==> src/rtl/uart_fifo_mmio_if.sv <==
// MMIO bus bundle for the UART FIFO peripheral slot.
interface uart_fifo_mmio_if #(
  parameter int ADDR_W = 8
);
  logic              mmio_valid;
  logic              mmio_ready;
  logic              mmio_we;
  logic [ADDR_W-1:0] mmio_addr;
  logic [31:0]       mmio_wdata;
  logic [3:0]        mmio_wstrb;
  logic [31:0]       mmio_rdata;

  modport master (
    output mmio_valid, mmio_we, mmio_addr, mmio_wdata, mmio_wstrb,
    input  mmio_ready, mmio_rdata
  );

  modport slave (
    input  mmio_valid, mmio_we, mmio_addr, mmio_wdata, mmio_wstrb,
    output mmio_ready, mmio_rdata
  );
endinterface

==> src/rtl/uart_fifo_mmio.sv <==
// MMIO UART controller: TX/RX FIFOs, IRQ thresholds, flush, loopback,
// sticky error flags, wrapped around a small 8N1 UART core.
module uart_fifo_mmio #(
  parameter int ADDR_W     = 8,
  parameter int TX_DEPTH   = 16,
  parameter int RX_DEPTH   = 16,
  parameter int BAUD_DIV_W = 16
) (
  input  logic             clk,
  input  logic             rst_n,
  input  logic             uart_rx_i,
  output logic             uart_tx_o,
  uart_fifo_mmio_if.slave  bus,
  output logic             irq_o
);
  localparam int TXA = $clog2(TX_DEPTH);
  localparam int RXA = $clog2(RX_DEPTH);
  localparam logic [TXA:0] TX_FULL_CNT = (TXA+1)'(TX_DEPTH);
  localparam logic [RXA:0] RX_FULL_CNT = (RXA+1)'(RX_DEPTH);
  localparam logic [ADDR_W-3:0] OFF_DATA = (ADDR_W-2)'(0);
  localparam logic [ADDR_W-3:0] OFF_STAT = (ADDR_W-2)'(1);
  localparam logic [ADDR_W-3:0] OFF_CTRL = (ADDR_W-2)'(2);
  localparam logic [ADDR_W-3:0] OFF_BAUD = (ADDR_W-2)'(3);
  localparam logic [ADDR_W-3:0] OFF_LVL  = (ADDR_W-2)'(4);
  localparam logic [ADDR_W-3:0] OFF_THR  = (ADDR_W-2)'(5);

  typedef enum logic [1:0] {RX_IDLE, RX_START, RX_DATA, RX_STOP} rx_state_t;

  logic tx_en, rx_en, irq_rx_en, irq_tx_en, loopback;
  logic [BAUD_DIV_W-1:0] baud_div, baud_wval;
  logic [7:0] rx_thr, tx_thr, rx_thr_eff;
  logic rx_ovr, tx_ovf, launch_q;
  logic [7:0] tx_mem [TX_DEPTH];
  logic [7:0] rx_mem [RX_DEPTH];
  logic [TXA:0] tx_wp, tx_rp, tx_cnt;
  logic [RXA:0] rx_wp, rx_rp, rx_cnt;
  logic [15:0] tx_lvl, rx_lvl;
  logic tx_empty, tx_full, rx_empty, rx_full, tx_idle;
  logic [ADDR_W-3:0] off;
  logic wr, rd, ctrl_wr, stat_rd, tx_flush, rx_flush;
  logic tx_push, tx_wr, trmt, rx_push, rx_pop, rx_wr, clr_rx_rdy;
  logic [31:0] rdata;
  logic unused_ok;
  // UART core state
  logic tx_busy, tx_ready, tx_line;
  logic [9:0] tx_sh;
  logic [3:0] tx_bits;
  logic [BAUD_DIV_W-1:0] tx_tmr;
  logic rx_in, rx_s1, rx_s2, rx_rdy, rx_done;
  logic [7:0] rx_data, rx_sh, rx_sh_d;
  logic [2:0] rx_bit, rx_bit_d;
  logic [BAUD_DIV_W-1:0] rx_tmr, rx_tmr_d;
  rx_state_t rx_state, rx_state_d;

  assign unused_ok = ^{bus.mmio_addr[1:0], bus.mmio_wdata};

  assign off      = bus.mmio_addr[ADDR_W-1:2];
  assign wr       = bus.mmio_valid & bus.mmio_we;
  assign rd       = bus.mmio_valid & ~bus.mmio_we;
  assign ctrl_wr  = wr & (off == OFF_CTRL) & bus.mmio_wstrb[0];
  assign stat_rd  = rd & (off == OFF_STAT);
  assign tx_flush = ctrl_wr & bus.mmio_wdata[4];
  assign rx_flush = ctrl_wr & bus.mmio_wdata[5];
  assign bus.mmio_ready = 1'b1;

  assign tx_cnt   = tx_wp - tx_rp;
  assign rx_cnt   = rx_wp - rx_rp;
  assign tx_lvl   = 16'(tx_cnt);
  assign rx_lvl   = 16'(rx_cnt);
  assign tx_empty = (tx_cnt == '0);
  assign rx_empty = (rx_cnt == '0);
  assign tx_full  = (tx_cnt == TX_FULL_CNT);
  assign rx_full  = (rx_cnt == RX_FULL_CNT);
  assign tx_idle  = tx_empty & tx_ready;

  // A full FIFO still accepts a push when the head leaves in the same cycle.
  assign tx_push    = wr & (off == OFF_DATA) & bus.mmio_wstrb[0];
  assign trmt       = tx_en & ~tx_empty & tx_ready & ~launch_q;
  assign tx_wr      = tx_push & (~tx_full | trmt);
  assign rx_push    = rx_rdy & rx_en;
  assign rx_pop     = rd & (off == OFF_DATA) & ~rx_empty;
  assign rx_wr      = rx_push & (~rx_full | rx_pop);
  assign clr_rx_rdy = rx_push;

  assign rx_thr_eff = (rx_thr == 8'd0) ? 8'd1 : rx_thr;
  assign irq_o = (irq_rx_en & (rx_lvl >= {8'd0, rx_thr_eff})) |
                 (irq_tx_en & (tx_lvl <= {8'd0, tx_thr}));

  // Byte-strobed merge of a BAUD_DIV write onto the current divisor.
  always_comb begin
    baud_wval = baud_div;
    for (int i = 0; i < BAUD_DIV_W; i++)
      if (bus.mmio_wstrb[i/8]) baud_wval[i] = bus.mmio_wdata[i];
  end

  // Register read mux; rdata is valid combinationally in the fire cycle.
  always_comb begin
    rdata = 32'd0;
    case (off)
      OFF_DATA: if (!rx_empty) rdata = {24'd0, rx_mem[rx_rp[RXA-1:0]]};
      OFF_STAT: rdata = {26'd0, tx_ovf, rx_ovr, rx_full, tx_full, tx_idle, ~rx_empty};
      OFF_CTRL: rdata = {25'd0, loopback, 2'b00, irq_tx_en, irq_rx_en, rx_en, tx_en};
      OFF_BAUD: rdata = 32'(baud_div);
      OFF_LVL:  rdata = {tx_lvl, rx_lvl};
      OFF_THR:  rdata = {16'd0, tx_thr, rx_thr};
      default:  rdata = 32'd0;
    endcase
  end
  assign bus.mmio_rdata = rdata;

  // Control registers, sticky flags (set beats read-clear) and launch guard.
  always_ff @(posedge clk or negedge rst_n) begin
    if (!rst_n) begin
      tx_en <= 1'b1; rx_en <= 1'b1; irq_rx_en <= 1'b0; irq_tx_en <= 1'b0;
      loopback <= 1'b0; baud_div <= '0; rx_thr <= 8'd1; tx_thr <= 8'd0;
      rx_ovr <= 1'b0; tx_ovf <= 1'b0; launch_q <= 1'b0;
    end else begin
      launch_q <= trmt;
      rx_ovr <= (rx_push & rx_full & ~rx_pop) | (rx_ovr & ~stat_rd);
      tx_ovf <= (tx_push & tx_full & ~trmt) | (tx_ovf & ~stat_rd);
      if (ctrl_wr) begin
        tx_en     <= bus.mmio_wdata[0];
        rx_en     <= bus.mmio_wdata[1];
        irq_rx_en <= bus.mmio_wdata[2];
        irq_tx_en <= bus.mmio_wdata[3];
        loopback  <= bus.mmio_wdata[6];
      end
      if (wr && off == OFF_BAUD) baud_div <= baud_wval;
      if (wr && off == OFF_THR) begin
        if (bus.mmio_wstrb[0]) rx_thr <= bus.mmio_wdata[7:0];
        if (bus.mmio_wstrb[1]) tx_thr <= bus.mmio_wdata[15:8];
      end
    end
  end

  // FIFO pointers; a flush overrides any same-cycle push or pop.
  always_ff @(posedge clk or negedge rst_n) begin
    if (!rst_n) begin
      tx_wp <= '0; tx_rp <= '0; rx_wp <= '0; rx_rp <= '0;
    end else begin
      if (tx_flush) begin
        tx_wp <= '0; tx_rp <= '0;
      end else begin
        if (tx_wr) tx_wp <= tx_wp + 1'b1;
        if (trmt)  tx_rp <= tx_rp + 1'b1;
      end
      if (rx_flush) begin
        rx_wp <= '0; rx_rp <= '0;
      end else begin
        if (rx_wr)  rx_wp <= rx_wp + 1'b1;
        if (rx_pop) rx_rp <= rx_rp + 1'b1;
      end
    end
  end

  // FIFO storage (data only, never reset).
  always_ff @(posedge clk) begin
    if (tx_wr) tx_mem[tx_wp[TXA-1:0]] <= bus.mmio_wdata[7:0];
    if (rx_wr) rx_mem[rx_wp[RXA-1:0]] <= rx_data;
  end

  // Core transmitter: 8N1 frame, baud_div+1 clocks per bit, idles high.
  always_ff @(posedge clk or negedge rst_n) begin
    if (!rst_n) begin
      tx_busy <= 1'b0; tx_sh <= '1; tx_bits <= 4'd0; tx_tmr <= '0;
    end else if (trmt) begin
      tx_busy <= 1'b1;
      tx_sh   <= {1'b1, tx_mem[tx_rp[TXA-1:0]], 1'b0};
      tx_bits <= 4'd10;
      tx_tmr  <= baud_div;
    end else if (tx_busy) begin
      if (tx_tmr == '0) begin
        tx_sh   <= {1'b1, tx_sh[9:1]};
        tx_tmr  <= baud_div;
        tx_bits <= tx_bits - 1'b1;
        if (tx_bits == 4'd1) tx_busy <= 1'b0;
      end else begin
        tx_tmr <= tx_tmr - 1'b1;
      end
    end
  end
  assign tx_ready  = ~tx_busy;
  assign tx_line   = tx_sh[0];
  assign uart_tx_o = loopback ? 1'b1 : tx_line;
  assign rx_in     = loopback ? tx_line : uart_rx_i;

  // Core receiver next-state: mid-bit sampling driven off the start edge.
  always_comb begin
    rx_state_d = rx_state;
    rx_tmr_d   = rx_tmr;
    rx_bit_d   = rx_bit;
    rx_sh_d    = rx_sh;
    rx_done    = 1'b0;
    unique case (rx_state)
      RX_IDLE: if (!rx_s2) begin
        rx_state_d = RX_START;
        rx_tmr_d   = baud_div >> 1;
      end
      RX_START: if (rx_tmr != '0) rx_tmr_d = rx_tmr - 1'b1;
        else if (!rx_s2) begin
          rx_state_d = RX_DATA; rx_tmr_d = baud_div; rx_bit_d = 3'd0;
        end else rx_state_d = RX_IDLE;
      RX_DATA: if (rx_tmr != '0) rx_tmr_d = rx_tmr - 1'b1;
        else begin
          rx_sh_d  = {rx_s2, rx_sh[7:1]};
          rx_tmr_d = baud_div;
          rx_bit_d = rx_bit + 1'b1;
          if (rx_bit == 3'd7) rx_state_d = RX_STOP;
        end
      RX_STOP: if (rx_tmr != '0) rx_tmr_d = rx_tmr - 1'b1;
        else begin
          rx_state_d = RX_IDLE;
          rx_done    = rx_s2;
        end
      default: rx_state_d = RX_IDLE;
    endcase
  end

  // Core receiver registers, input synchroniser and rx_rdy handshake.
  always_ff @(posedge clk or negedge rst_n) begin
    if (!rst_n) begin
      rx_state <= RX_IDLE; rx_tmr <= '0; rx_bit <= 3'd0; rx_sh <= 8'd0;
      rx_s1 <= 1'b1; rx_s2 <= 1'b1; rx_rdy <= 1'b0; rx_data <= 8'd0;
    end else begin
      rx_s1    <= rx_in;
      rx_s2    <= rx_s1;
      rx_state <= rx_state_d;
      rx_tmr   <= rx_tmr_d;
      rx_bit   <= rx_bit_d;
      rx_sh    <= rx_sh_d;
      rx_rdy   <= rx_done | (rx_rdy & ~clr_rx_rdy);
      if (rx_done) rx_data <= rx_sh;
    end
  end
endmodule

==> src/flat_wrapper.sv <==
// flat-port wrapper written by rule: the top's interface ports become plain ports
module uart_fifo_mmio_flat 
#(
  parameter int ADDR_W     = 8,
  parameter int TX_DEPTH   = 16,
  parameter int RX_DEPTH   = 16,
  parameter int BAUD_DIV_W = 16
)
  (clk, rst_n, uart_rx_i, uart_tx_o, irq_o, bus_mmio_valid, bus_mmio_we, bus_mmio_addr, bus_mmio_wdata, bus_mmio_wstrb, bus_mmio_ready, bus_mmio_rdata);
  uart_fifo_mmio_if #(.ADDR_W(ADDR_W)) bus_i ();
  input  logic clk;
  input  logic rst_n;
  input  logic uart_rx_i;
  output logic uart_tx_o;
  output logic irq_o;
  input wire logic [$bits(bus_i.mmio_valid)-1:0] bus_mmio_valid;
  input wire logic [$bits(bus_i.mmio_we)-1:0] bus_mmio_we;
  input wire logic [$bits(bus_i.mmio_addr)-1:0] bus_mmio_addr;
  input wire logic [$bits(bus_i.mmio_wdata)-1:0] bus_mmio_wdata;
  input wire logic [$bits(bus_i.mmio_wstrb)-1:0] bus_mmio_wstrb;
  output wire logic [$bits(bus_i.mmio_ready)-1:0] bus_mmio_ready;
  output wire logic [$bits(bus_i.mmio_rdata)-1:0] bus_mmio_rdata;
  assign bus_i.mmio_valid = bus_mmio_valid;
  assign bus_i.mmio_we = bus_mmio_we;
  assign bus_i.mmio_addr = bus_mmio_addr;
  assign bus_i.mmio_wdata = bus_mmio_wdata;
  assign bus_i.mmio_wstrb = bus_mmio_wstrb;
  assign bus_mmio_ready = bus_i.mmio_ready;
  assign bus_mmio_rdata = bus_i.mmio_rdata;
  uart_fifo_mmio #(.ADDR_W(ADDR_W), .TX_DEPTH(TX_DEPTH), .RX_DEPTH(RX_DEPTH), .BAUD_DIV_W(BAUD_DIV_W)) u_core (.clk(clk), .rst_n(rst_n), .uart_rx_i(uart_rx_i), .uart_tx_o(uart_tx_o), .bus(bus_i), .irq_o(irq_o));
endmodule
==> config.mk <==
export PLATFORM = sky130hd
export DESIGN_NAME = uart_fifo_mmio_flat
export DESIGN_NICKNAME = d
export VERILOG_FILES = /design/src/rtl/uart_fifo_mmio_if.sv /design/src/rtl/uart_fifo_mmio.sv /design/src/flat_wrapper.sv
export SDC_FILE = /design/constraint.sdc
export NUM_CORES = 1
export LEC_CHECK = 0
export BUFFER_PORTS_ARGS = -buffer_cell sky130_fd_sc_hd__buf_4
export CORE_UTILIZATION = 29
export DETAILED_ROUTE_END_ITERATION = 16
export PLACE_DENSITY_LB_ADDON = 0.1
export SETUP_SLACK_MARGIN = 0.05
export SYNTH_ARGS = -nofsm -noshare
export SYNTH_HDL_FRONTEND = slang
export SYNTH_SLANG_ARGS = --single-unit
==> constraint.sdc <==
create_clock -name clk -period 7.13 [get_ports clk]
set_clock_uncertainty 0.2 [all_clocks]
set_input_delay 0.3565 -clock clk [delete_from_list [all_inputs] [get_ports clk]]
set_output_delay 0.3565 -clock clk [all_outputs]
set_load 0.02 [all_outputs]
Word-level counts from Yosys, hierarchy flattened:

Memories as Yosys holds them, arrays and structs flattened.
Cells that the tools add are included.

* register bits: 131
* bits in latches: 0
* RAM bits: 256
* ROM bits: 0
* bits of input ports: 49
* output and inout port bits: 35
* memories kept: 2

* add/sub/neg operators: 10
* multiply operators: 0
* divide/modulo/power cells: 0
* $lt $le $gt $ge: 2
* equal/unequal tests: 20
* shifts and indexed selects: 0
* muxes and demuxes: 49
* bitwise logic cells: 45
* reduce and logical (&&, ||, !) cells: 25

Memory list
* u_core.rx_mem: words 16, width 8, read ports 1, clocked after Yosys merged registers in 0, wr ports 1, RTL line uart_fifo_mmio.sv:34 `logic [7:0] rx_mem [RX_DEPTH];`
* u_core.tx_mem: words 16, width 8, read ports 1, clocked after Yosys merged registers in 0, wr ports 1, RTL line uart_fifo_mmio.sv:33 `logic [7:0] tx_mem [TX_DEPTH];`

Operators with widths (number)
* $mux 16: 8
* $pmux 21 s6: 1
* $pmux 16 s4: 1
* $mux 5: 8
* $sub 16x1->16 const B: 2
* $mux 10: 3
* $and 1x1->1: 27
* $add 5x1->5 const B: 4
* $logic_not 16->1: 1
* $mux 8: 2
* $reduce_bool 16->1: 1
* $reduce_bool 2->1: 7
* $eq 6x2->1 const B: 2
* $eq 6x3->1 const B: 2
* $mux 1: 12
* $mux 2: 6
* $mux 4: 3
* $not 1->1: 12
* $reduce_and 2->1: 6
* $eq 5x5->1 const B: 2
* $logic_not 5->1: 2
* $ne 2x2->1 const B: 5
* $sub 5x5->5: 2
* $mux 3: 3
* other kinds (21): 29

Longest topological paths before layout:

Gate-level depths: netlist of the first run.

* depth after elaboration: 10
* depth in mapped cells: 12
* mapped depth without buffers: 12

Worst setup path after synthesis of the first run:

No wires, ideal clock.

* path type: register to output
* start point: reg u_core.rx_rp[1]
* end point: out bus_mmio_rdata[4]
* arrival time: 3177 ps
* slack: 3396 ps
* stages on the path, launching flop included: 11
* buffers on the path: 2
* cell sequence: dfrtp_1 -> clkbuf_1 -> clkbuf_1 -> inv_1 -> fa_1 -> xor2_1 -> nor3b_1 -> or4b_1 -> a21oi_2 -> nand2b_1 -> o221ai_1

* longest elaborated chain between the ends: 4

RTL lines
* start: declaration: RTL line uart_fifo_mmio.sv:36 `logic [RXA:0] rx_wp, rx_rp, rx_cnt;`
* start signal: assignment: RTL line uart_fifo_mmio.sv:151 `if (rx_pop) rx_rp <= rx_rp + 1'b1;`
* $sub 5x5->5: RTL line uart_fifo_mmio.sv:67 `assign rx_cnt = rx_wp - rx_rp;`
* $logic_not 5->1: RTL line uart_fifo_mmio.sv:71 `assign rx_empty = (rx_cnt == '0);`
* $mux 8: RTL line uart_fifo_mmio.sv:100 `OFF_DATA: if (!rx_empty) rdata = {24'd0, rx_mem[rx_rp[RXA-1:0]]};`
* $pmux 21 s6 (*): RTL line uart_fifo_mmio.sv:99 `case (off)`
* end: declaration: RTL line flat_wrapper.sv:22 `output wire logic [$bits(bus_i.mmio_rdata)-1:0] bus_mmio_rdata;`

Mark *: on every way between the ends. The rest lies on a longest branch, timed or not.

Final worst setup path of the first run:

Same ends and word-level chain as after synthesis.

==> results of run 1 <==
[per-layer routing]
| layer | vias to the layer above | GRT usage [%] | wire [um] |
|---|---|---|---|
| met5 | - | 0 | 0 |
| met4 | 0 | 4.17 | 920 |
| met3 | 60 | 2.10 | 1960 |
| met2 | 213 | 24.1 | 22000 |
| met1 | 5414 | 22.1 | 22300 |
| li1 | 4800 | - | - |
[how the worst max path moves through the flow]
stage                               start           endpoint  slack (ns)  depth (start not counted)
after floorplan           u_core.rx_rp[1]  bus_mmio_rdata[4]        3.40                         10
after global placement    u_core.rx_rp[1]  bus_mmio_rdata[4]        2.70                         10
after detailed placement  u_core.rx_rp[1]  bus_mmio_rdata[4]        2.70                         10
after CTS                 u_core.rx_rp[1]  bus_mmio_rdata[4]        2.05                         10
after global routing      u_core.tx_rp[0]              irq_o        1.84                         13
final                     u_core.rx_rp[1]  bus_mmio_rdata[4]        2.20                         10
[worst max-delay path, cell delays in order, from the launching register on]
cell      delay, ns
dfrtp_1        0.32
buf_4          0.43
inv_1          0.26
fa_1           0.50
xor2_1         0.21
nor3b_1        0.27
or4b_1         0.55
a21oi_2        0.35
nand2b_1       0.36
o221ai_1       0.29
buf_4          0.24
[sequential cells by signal (all words and copies together), names as in the netlist, 8 cells and up, named ones only]
name	flops
u_core.baud_div	16
u_core.tx_sh	9
u_core.rx_mem	128
u_core.tx_mem	128
u_core.rx_data	8
u_core.rx_thr	8
u_core.tx_tmr	16
u_core.tx_thr	8
u_core.rx_sh	8
u_core.rx_tmr	16
[cell type report]
cell class | instances | area [um^2] | area share (%)
flip-flops and latches | 386 | 11000 | 52.9
multi-input cells | 717 | 6390 | 30.9
clock buffers | 54 | 1180 | 5.70
well taps | 782 | 978 | 4.73
repair buffers | 81 | 657 | 3.17
clock inverters | 30 | 310 | 1.50
inverters | 60 | 225 | 1.09
diodes | 1 | 2.50 | 0.0121
[cells by family after synthesis]
logic type,after synthesis
buf+inv,119
mux,161
flops,386
compound gates,185
fa+ha+maj,43
xor+xnor,27
other cells,2
simple gates,289
[power groups by stage]
stage	clock, mW	combinational (mW)	sequential (mW)
2_1_floorplan	0	1.19	2.69
3_3_place_gp	0	1.61	2.76
3_5_place_dp	0	1.62	2.76
4_1_cts	2.41	1.64	2.71
5_1_grt	2.49	1.78	2.74
6_report	2.34	1.60	2.71
[metrics by stage]
stage               area, um^2  worst slack (ns)  hold WS (ns)
floorplan                17900              3.40        -0.139
global placement         19000              2.70         0.148
detailed placement       19000              2.70         0.148
CTS                      20700              2.05        0.0445
global route             20700              1.84         0.108
finish                   20700              2.20        0.0894
[synth_stat cells, types with 3 or more instances]
cell type  instances
a21o_1             5
a21oi_1           31
a21oi_2            4
a221oi_1           9
a222oi_1           4
a22o_1            10
a31oi_1            6
a32o_1             6
and2_1            10
and3_1            33
buf_2             17
buf_4             13
buf_6              4
clkbuf_1          23
dfrtp_1          116
dfstp_2           14
edfxtp_1         256
ha_1              41
inv_1             57
mux2_2            65
mux2i_1           16
mux4_2            79
nand2_1           78
nand2b_1          10
nand3_1           18
nand3b_1           6
nand4_1           10
nor2_1            62
nor2b_1           11
nor3_1            13
nor3b_1            5
nor4_1             3
o211ai_1           8
o21a_1             5
o21ai_0           43
o22a_1             3
o22ai_1           15
o31ai_1            5
or3_1              6
or4_1              4
xnor2_1           19
xor2_1             7
==> run metrics, run 1 <==
Yosys reg bits 386; share of total power in the clock network 35.2%; Max-cap violations 0; die height 250 um; GRT overflow 0; vias in the first global route 10,700; RSZ-0062 raised after global routing false; part of the power in combinational logic 24.0%; synth-to-layout area growth 15.9%; Yosys top cell by area edfxtp_1; layout cells sized above 1 24.3%; # resized after CTS 0; Inserted Clock Buffers 45; Fill cells 5,961; number of routed nets with antenna violations 0; pin count of the biggest net entering global routing 81; Hold Crit Start bus_mmio_addr[3]; largest family of logic cells by synthesized area multiplexers; flop2flop setup slack 2.89 ns; startpoint types register; hpwl dp 31,400 um; die width 250 um; Mean Syn Cell Area 14.7 um^2; Tmin final 4.93 ns; root buf cell clkbuf_16; pwr dens 321 mW/mm^2; Synth cell types 87; initial core utilization 29.5%; Synth Area in XOR/XNOR 1.37%; Via density 4.97; routed wire length 47,100 um; Total Routing Usage GR 15.3%; fin nets 1,383; DRC 0; Fmax achieved 0.203 GHz; initial antenna violation count 1; clk buf depth 3; Synth Flop Type edfxtp_1; drt wl/cell 22.3 um; placed cell count 2,008; synth warn 0; Pleak 7.82 nW; Final setup viols 0; area share of fa/ha/maj cells after synthesis 3.10%; Hold Crit Class input pin to register; port bufs 51; setup_tns 0 ns; vias 10,500; Worst Tran Pin Value 1.11 ns; IR drop worst, VDD 157 uV; NetSw 2.03 mW; WHS Endpoint u_core.rx_rp[0]; part of the cycle the worst path needs 69.1%; final hold violation count 0; CP Max Fanout 34; Synth top area share 43.0%; die area 0.0626 mm^2; length in cells of the worst reg-to-reg path 10; worst reg2reg endpoint u_core.tx_tmr[1]; Boundary Pins 84; most frequent cells in the layout edfxtp_1, dfrtp_1, mux4_2; first-pass GRT wire length 71,800 um; # H-tree levels 2; pins over their slew limit 0; cell count of the worst hold path 4; critical path class register to output port; Rows 90; Cells after Synth 1,212; core area 0.0606 mm^2; Post-CTS Hold Fix Bufs 18; max_slew headroom 25.3%; Sw Share 30.5%; Reg-to-Reg Start u_core.tx_rp[0]; Worst-Skew Late Latency 0.58 ns; Worst EP arrival 4.37 ns; Compound-Gate Fraction of Synth Area 7.43%; number of clock sinks 386; Core Util, Final 34.2%; portion of netlist area occupied by mux cells 15.0%; WP data required 6.57 ns; status completed; top post-synthesis cells by area edfxtp_1, dfrtp_1, mux4_2; Routability Congestion 0.775; commonest non-fill, non-tap cell in the layout edfxtp_1; Seq pwr share 40.8%; Synth Area in Simple Gates 8.60%; drt pass-1 iters 5; Mapped Area 0.0179 mm^2; Pint 4.63 mW; Post-Layout Cell Count 2,111; register area share after synthesis 61.4%; number of enable flip-flop cells after synthesis 256; postcts setup bufs 0; DRT iter0 DRCs 671; Reg clk slew, reported paths 0.06 ns; Setup crit end kind output port; total power 6.66 mW; fraction of registers with async set/reset 33.7%; CTS tree done
Note: power is estimated with default switching activity, not from simulation.
==> run 2, diff against run 1 <==
==> constraint.sdc (replaced) <==
create_clock -name clk -period 4.78 [get_ports clk]
set_clock_uncertainty 0.2 [all_clocks]
set_input_delay 0.239 -clock clk [delete_from_list [all_inputs] [get_ports clk]]
set_output_delay 0.239 -clock clk [all_outputs]
set_load 0.02 [all_outputs]
==> run 2 against run 1 <==
Compared with the run above: non-clock buffer count is 8 higher; largest power group unchanged; worst hold slack worse by 0.073 ns; critical endpoint unchanged; first-iteration DRC count is 4.6% higher; sequential power is 49% higher; sequential cell count stayed put; final area is 0.63% higher; count of clock-buffer cells in the layout is 6 higher; via count is 0.28% higher; utilization is 0.21 points higher; critical path depth is 1 higher; total power is 50% higher; sequential share of layout area is 0.32 points lower.
==> run metrics, run 2 (synthesis results as in run 1) <==
IR drop worst, VDD 249 uV; Total Routing Usage GR 15.4%; pwr dens 478 mW/mm^2; layout cells sized above 1 24.9%; pin count of the biggest net entering global routing 46; vias 10,500; startpoint types register; vias in the first global route 10,800; Sw Share 30.1%; Reg clk slew, reported paths 0.05 ns; CP Max Fanout 8; Core Util, Final 34.4%; hpwl dp 31,900 um; status completed; Rows 90; fin nets 1,392; initial core utilization 29.5%; part of the cycle the worst path needs 93.3%; length in cells of the worst reg-to-reg path 10; DRT iter0 DRCs 702; die height 250 um; Worst-Skew Late Latency 0.58 ns; WHS Endpoint u_core.rx_rp[2]; Fill cells 5,925; clk buf depth 3; final hold violation count 0; NetSw 3.00 mW; initial antenna violation count 2; Max-cap violations 0; routed wire length 47,700 um; Boundary Pins 84; CTS tree done; Inserted Clock Buffers 46; core area 0.0606 mm^2; drt pass-1 iters 7; Fmax achieved 0.224 GHz; die width 250 um; cell count of the worst hold path 5; pins over their slew limit 0; critical path class register to output port; port bufs 51; number of clock sinks 386; Hold Crit Class input pin to register; most frequent cells in the layout edfxtp_1, dfrtp_1, mux4_2; share of total power in the clock network 35.4%; first-pass GRT wire length 72,200 um; WP data required 4.34 ns; drt wl/cell 22.5 um; die area 0.0626 mm^2; Tmin final 4.46 ns; RSZ-0062 raised after global routing false; Hold Crit Start bus_mmio_we; commonest non-fill, non-tap cell in the layout edfxtp_1; GRT overflow 0; max_slew headroom 29.7%; Worst EP arrival 4.02 ns; number of routed nets with antenna violations 0; Final setup viols 0; postcts setup bufs 0; Routability Congestion 0.762; total power 9.97 mW; setup_tns 0 ns; Pint 6.97 mW; DRC 0; # H-tree levels 2; Pleak 7.88 nW; part of the power in combinational logic 23.9%; Reg-to-Reg Start u_core.rx_wp[0]; ant diodes 0; Via density 4.96; Worst Tran Pin Value 1.05 ns; synth-to-layout area growth 16.7%; flop2flop setup slack 0.99 ns; worst reg2reg endpoint u_core.rx_mem[10][3]; root buf cell clkbuf_16; Setup crit end kind output port; Seq pwr share 40.6%
run 2: how the worst max path moves through the flow:
stage,start,end
2_1_floorplan,u_core.rx_rp[1],u_core.rx_mem[4][0]
3_3_place_gp,u_core.rx_wp[0],bus_mmio_rdata[4]
3_5_place_dp,u_core.tx_rp[2],irq_o
4_1_cts,u_core.tx_rp[2],irq_o
5_1_grt,u_core.tx_wp[0],irq_o
6_report,u_core.rx_wp[0],bus_mmio_rdata[4]
run 2: power by group through the flow:
| stage | registers, mW | clock network [mW] | logic, mW |
|---|---|---|---|
| after detailed placement | 4.11 | 0 | 2.41 |
| final | 4.05 | 3.53 | 2.38 |
| after CTS | 4.05 | 3.65 | 2.44 |
| after global routing | 4.09 | 3.77 | 2.65 |
| after global placement | 4.11 | 0 | 2.39 |
| after floorplan | 4.02 | 0 | 1.77 |
run 2: what timing repair did:
item	in CTS	in global routing
endpoints found under the setup margin	0	2
resized for setup	0	3
hold endpoints to repair	212	0
hold buffers	21	0
run 2: worst max-delay path: stages (launching register included):
cell and delay, ns:
dfrtp_1 0.42, inv_1 0.15, ha_1 0.20, inv_1 0.06, fa_1 0.39, xor2_1 0.22
nor3b_1 0.25, or4b_1 0.55, a21oi_2 0.36, nand2b_2 0.31, o221ai_1 0.28, buf_4 0.26
run 2: routing by layer:
layer  global-route usage, %  wire length (um)
met1                    21.6             22300
met2                    24.9             22800
met4                    4.12               931
met3                    2.36              1660
met5                       0                 0
run 2: final cells by class:
class	count	area [um^2]	area share [%]
Sequential cell	386	11000	52.6
Inverter	60	225	1.08
Clock inverter	25	246	1.18
Timing Repair Buffer	89	742	3.56
Tap cell	782	978	4.70
Clock buffer	60	1280	6.17
Multi-Input combinational cell	717	6400	30.7
run 2: per-stage QoR:
| stage | instances | hold slack [ns] | area, um^2 | setup WS, ns |
|---|---|---|---|---|
| floorplan | 1222 | -0.257 | 17900 | 1.12 |
| global placement | 2013 | 0.0204 | 19100 | 0.859 |
| detailed placement | 2013 | 0.0208 | 19100 | 0.731 |
| CTS | 2119 | 0.00364 | 20800 | 0.0795 |
| global route | 2119 | 0.0288 | 20800 | 0.105 |
| finish | 2119 | 0.0163 | 20800 | 0.320 |
